<file path="config.mk">
export PLATFORM = sky130hd
export DESIGN_NAME = aes_inv_ctrl
export DESIGN_NICKNAME = d
export VERILOG_FILES = /design/src/rtl/aes_inv_ctrl.sv
export SDC_FILE = /design/constraint.sdc
export NUM_CORES = 1
export LEC_CHECK = 0
export CAP_MARGIN = 20
export CORE_AREA = 2 2 39 41
export CTS_BUF_LIST = sky130_fd_sc_hd__clkbuf_8 sky130_fd_sc_hd__clkbuf_16
export DETAILED_ROUTE_END_ITERATION = 12
export DIE_AREA = 0 0 41 43
export PLACE_DENSITY_LB_ADDON = 0.12
export RECOVER_POWER = 25
export SLEW_MARGIN = 40
export SYNTH_ARGS = -nofsm -noshare
export SYNTH_HDL_FRONTEND = slang
export SYNTH_SLANG_ARGS = --single-unit
export TNS_END_PERCENT = 20
</file>
<file path="constraint.sdc">
create_clock -name clk -period 2.3 [get_ports clk]
set_clock_uncertainty 0.2 [all_clocks]
set_input_delay 0.69 -clock clk [delete_from_list [all_inputs] [get_ports clk]]
set_output_delay 0.69 -clock clk [all_outputs]
set_load 0.02 [all_outputs]
</file>
<file path="src/rtl/aes_inv_ctrl.sv">
// ============================================================================
// aes_inv_ctrl : AES inverse-cipher sequencing FSM (load, key expand, rounds).
// Optional macro AES_INV_BACK2BACK_EN: accept a new start in DONE.
// Rev 1.0
// ============================================================================
`default_nettype none

module aes_inv_ctrl #(
  parameter int NR = 10
) (
  input  logic       clk,
  input  logic       rst,
  input  logic       aes_start,
  output logic       aes_ready,
  output logic       aes_valid,
  output logic [3:0] rnd_idx,
  output logic       ciphertext_en,
  output logic       key_en,
  output logic       state_en,
  output logic       rndkey_en,
  output logic       keyexp_fwd,
  output logic       ark_only_ctrl,
  output logic       skip_mix_ctrl,
  output logic       plaintext_en
);

  typedef enum logic [2:0] {
    S_IDLE   = 3'd0,
    S_LOAD   = 3'd1,
    S_KEYEXP = 3'd2,
    S_ARK    = 3'd3,
    S_ROUND  = 3'd4,
    S_LAST   = 3'd5,
    S_DONE   = 3'd6
  } state_e;

  localparam logic [3:0] C_NR = 4'(NR);

  state_e     state_q, state_d;
  logic [3:0] rnd_q, rnd_d;

  always_ff @(posedge clk or posedge rst) begin
    if (rst) begin
      state_q <= S_IDLE;
      rnd_q   <= 4'd0;
    end else begin
      state_q <= state_d;
      rnd_q   <= rnd_d;
    end
  end

  // The key schedule runs forward to rk[NR], then the rounds walk it back down.
  always_comb begin
    state_d = state_q;
    rnd_d   = rnd_q;
    case (state_q)
      S_IDLE: begin
        rnd_d = 4'd0;
        if (aes_start) state_d = S_LOAD;
      end
      S_LOAD: begin
        state_d = S_KEYEXP;
        rnd_d   = 4'd1;
      end
      S_KEYEXP: begin
        if (rnd_q == C_NR) begin
          state_d = S_ARK;
        end else begin
          rnd_d = rnd_q + 4'd1;
        end
      end
      S_ARK: begin
        state_d = S_ROUND;
        rnd_d   = C_NR - 4'd1;
      end
      S_ROUND: begin
        if (rnd_q == 4'd1) begin
          state_d = S_LAST;
          rnd_d   = 4'd0;
        end else begin
          rnd_d = rnd_q - 4'd1;
        end
      end
      S_LAST: begin
        state_d = S_DONE;
        rnd_d   = 4'd0;
      end
      S_DONE: begin
        rnd_d = 4'd0;
`ifdef AES_INV_BACK2BACK_EN
        state_d = aes_start ? S_LOAD : S_IDLE;
`else
        state_d = S_IDLE;
`endif
      end
      default: begin
        state_d = S_IDLE;
        rnd_d   = 4'd0;
      end
    endcase
  end

  always_comb begin
    aes_ready     = 1'b0;
    aes_valid     = 1'b0;
    ciphertext_en = 1'b0;
    key_en        = 1'b0;
    state_en      = 1'b0;
    rndkey_en     = 1'b0;
    keyexp_fwd    = 1'b0;
    ark_only_ctrl = 1'b0;
    skip_mix_ctrl = 1'b0;
    plaintext_en  = 1'b0;
    rnd_idx       = rnd_q;
    case (state_q)
      S_IDLE: aes_ready = 1'b1;
      S_LOAD: begin
        ciphertext_en = 1'b1;
        key_en        = 1'b1;
      end
      S_KEYEXP: begin
        rndkey_en  = 1'b1;
        keyexp_fwd = 1'b1;
      end
      S_ARK: begin
        state_en      = 1'b1;
        ark_only_ctrl = 1'b1;
        rndkey_en     = 1'b1;
      end
      S_ROUND: begin
        state_en  = 1'b1;
        rndkey_en = 1'b1;
      end
      S_LAST: begin
        state_en      = 1'b1;
        skip_mix_ctrl = 1'b1;
        plaintext_en  = 1'b1;
      end
      S_DONE: begin
        aes_valid = 1'b1;
`ifdef AES_INV_BACK2BACK_EN
        aes_ready = 1'b1;
`endif
      end
      default: ;
    endcase
  end

endmodule

`default_nettype wire

</file>
==> reports/results.tsv <==
metric	value	unit
status	finished clean	
RSZ-0062 raised after global routing	no	
required time of the worst setup path	1.41	ns
CTS clk-pin slew, worst paths	0.04	ns
most common cell after layout, fill and taps aside	buf_4	
Chip Width	41	um
gr usage total	18.8	%
worst hold path type	register to register	
CTS root buffer	clkbuf_8	
Ports	17	
Synth cell types	31	
syn avg cell area	8.80	um^2
global-route wire length before repair	2310	um
number of synthesized register bits	7	
WL per Instance	13.3	um
Via density	5.44	
worst-margin pin slew	0.322	ns
PwrDens	1440	nW/um^2
site row count	14	
clk_lat worst skew	0.23	ns
Post-synth EDFFs	0	
drt drc	0	
postcts setup bufs	0	
design area	783	um^2
CP startpoint	state_q[2]	
Peak VDD IR	0.715	mV
Layout fillers	129	
max-slew violation count	0	
Net Switching	508	uW
power share of the combinational group	63.9	%
gpl congestion	0.849	
min-delay src	state_q[1]	
violation count after the first detailed-route iteration	26	
Synth-to-Final Area Change	43.6	%
final core utilization	56.6	%
Seq pwr share	20.7	%
crit path kind	register to output port	
Pint	620	uW
syn_nets	69	
relative slew slack	78.3	%
register area share after synthesis	32.1	%
clock sinks	7	
placed instance area	771	um^2
die area	1760	um^2
fin nets	96	
critical-path maximum fanout	4	
Synth Flop Type	dfrtp_1	
Synth Cell Area	546	um^2
initial antenna violation count	0	
layout cells sized above 1	26.1	%
# H-tree levels	1	
Sw Ratio	45.0	%
CTS tree	built	
die height	43	um
Post-Route WL	1380	um
Tmin final	2.23	ns
DP HPWL	1050	um
drt pass-1 iters	4	
Hold-fix buffers, CTS	0	
gr ovfl total	0	
crit path DAT	1.34	ns
period utilisation layout	97.0	%
final hold slack	0.442	ns
TritonCTS buffer count	3	
Post-Syn Instances	62	
Overall Power	1130	uW
Max Freq	448	MHz
clk buf depth	2	
Finish-stage setup viols	0	
multi-input logic area	318	um^2
YS warnings	0	
max cap viols	0	
initial core utilization	39.4	%
reg2reg start	rnd_idx[0]	
Register Area	175	um^2
antenna cells	0	
Static Leak	0.000384	uW
vias in the first global route	514	
port bufs	16	
Worst Setup Start Kind	register	
via count	566	
critical path endpoint category	output port	
ys async rst share	100	%
Final Hold Viols	0	
CORE AREA	1380	um^2
clock power share	15.4	%
largest net degree at the start of global routing	9	
antenna viol nets, final	0	
most frequent cells in the layout	buf_4 (11), dfrtp_1 (7), nor2_1 (6)	
Final TNS setup	0	ns
logic make-up after synthesis:
| kind of cell | synth area share, % |
|---|---|
| simple gates | 24.8 |
| compound gates | 22.3 |
| buf+inv | 9.63 |
| flops | 32.1 |
| fa+ha+maj | 9.17 |
| mux | 2.06 |
registers in the layout, summed over array words and instances (netlist names):
signal	count
state_q	3
rnd_idx	4
metrics by stage:
step / setup slack (ns) / cells
6_report: 0.0689 / 104
5_1_grt: 0.000318 / 104
4_1_cts: -0.0197 / 104
3_5_place_dp: -0.0981 / 100
3_3_place_gp: -0.0898 / 100
2_1_floorplan: 0.136 / 62
cell type report:
| cell class | count | area share (%) |
|---|---|---|
| clock buffer | 3 | 5.27 |
| clock inverter | 1 | 0.479 |
| inverter | 4 | 1.92 |
| multi-input combinational | 46 | 40.6 |
| sequential | 7 | 22.4 |
| tap | 16 | 2.56 |
| timing repair buffer | 27 | 26.8 |
per-layer routing:
layer | routed length, um | vias to the layer above | GRT usage [%]
met3 | 104 | 2 | 2.62
met4 | 18 | 0 | 4.00
li1 | - | 272 | -
met5 | 0 | - | 0
met2 | 630 | 33 | 26.6
met1 | 624 | 259 | 29.4
path summary, 6_finish.rpt:
path	end	slack [ns]	cells after the start
min	state_q[2]	0.44	2
max	keyexp_fwd	0.07	3
min in group asynchronous	state_q[2]	0.64	2
max reg2reg	rnd_idx[1]	0.54	6
min reg2reg	state_q[2]	0.44	2
max in group asynchronous	rnd_idx[3]	1.03	2
power groups by stage:
stage	Sequential (uW)	Combinational, uW	Clock (uW)
2_1_floorplan	248	435	0
3_3_place_gp	232	765	0
3_5_place_dp	235	770	0
4_1_cts	234	735	171
5_1_grt	243	796	179
6_report	234	721	173
critical path: stages, from the launching register on:
cell and delay, ns:
dfrtp_1 0.40, nand2b_1 0.22, nor2_1 0.15, dlygate4sd2_1 0.35
synth_stat cells (2+ instances only):
cell type | count | area, um^2
dfrtp_1 | 7 | 175
nor2_1 | 6 | 22.5
nand2_1 | 5 | 18.8
ha_1 | 4 | 50.1
inv_1 | 4 | 15.0
nor3_1 | 4 | 20.0
o21ai_0 | 4 | 20.0
buf_4 | 3 | 22.5
nand2b_1 | 2 | 12.5
o21bai_1 | 2 | 15.0
timing repair:
| item | CTS | global route |
|---|---|---|
| endpoints found under the hold margin | 0 | 0 |
| gates resized for setup | 18 | 9 |
| endpoints found under the setup margin | 10 | 7 |
Note: power is estimated with default switching activity, not from simulation.
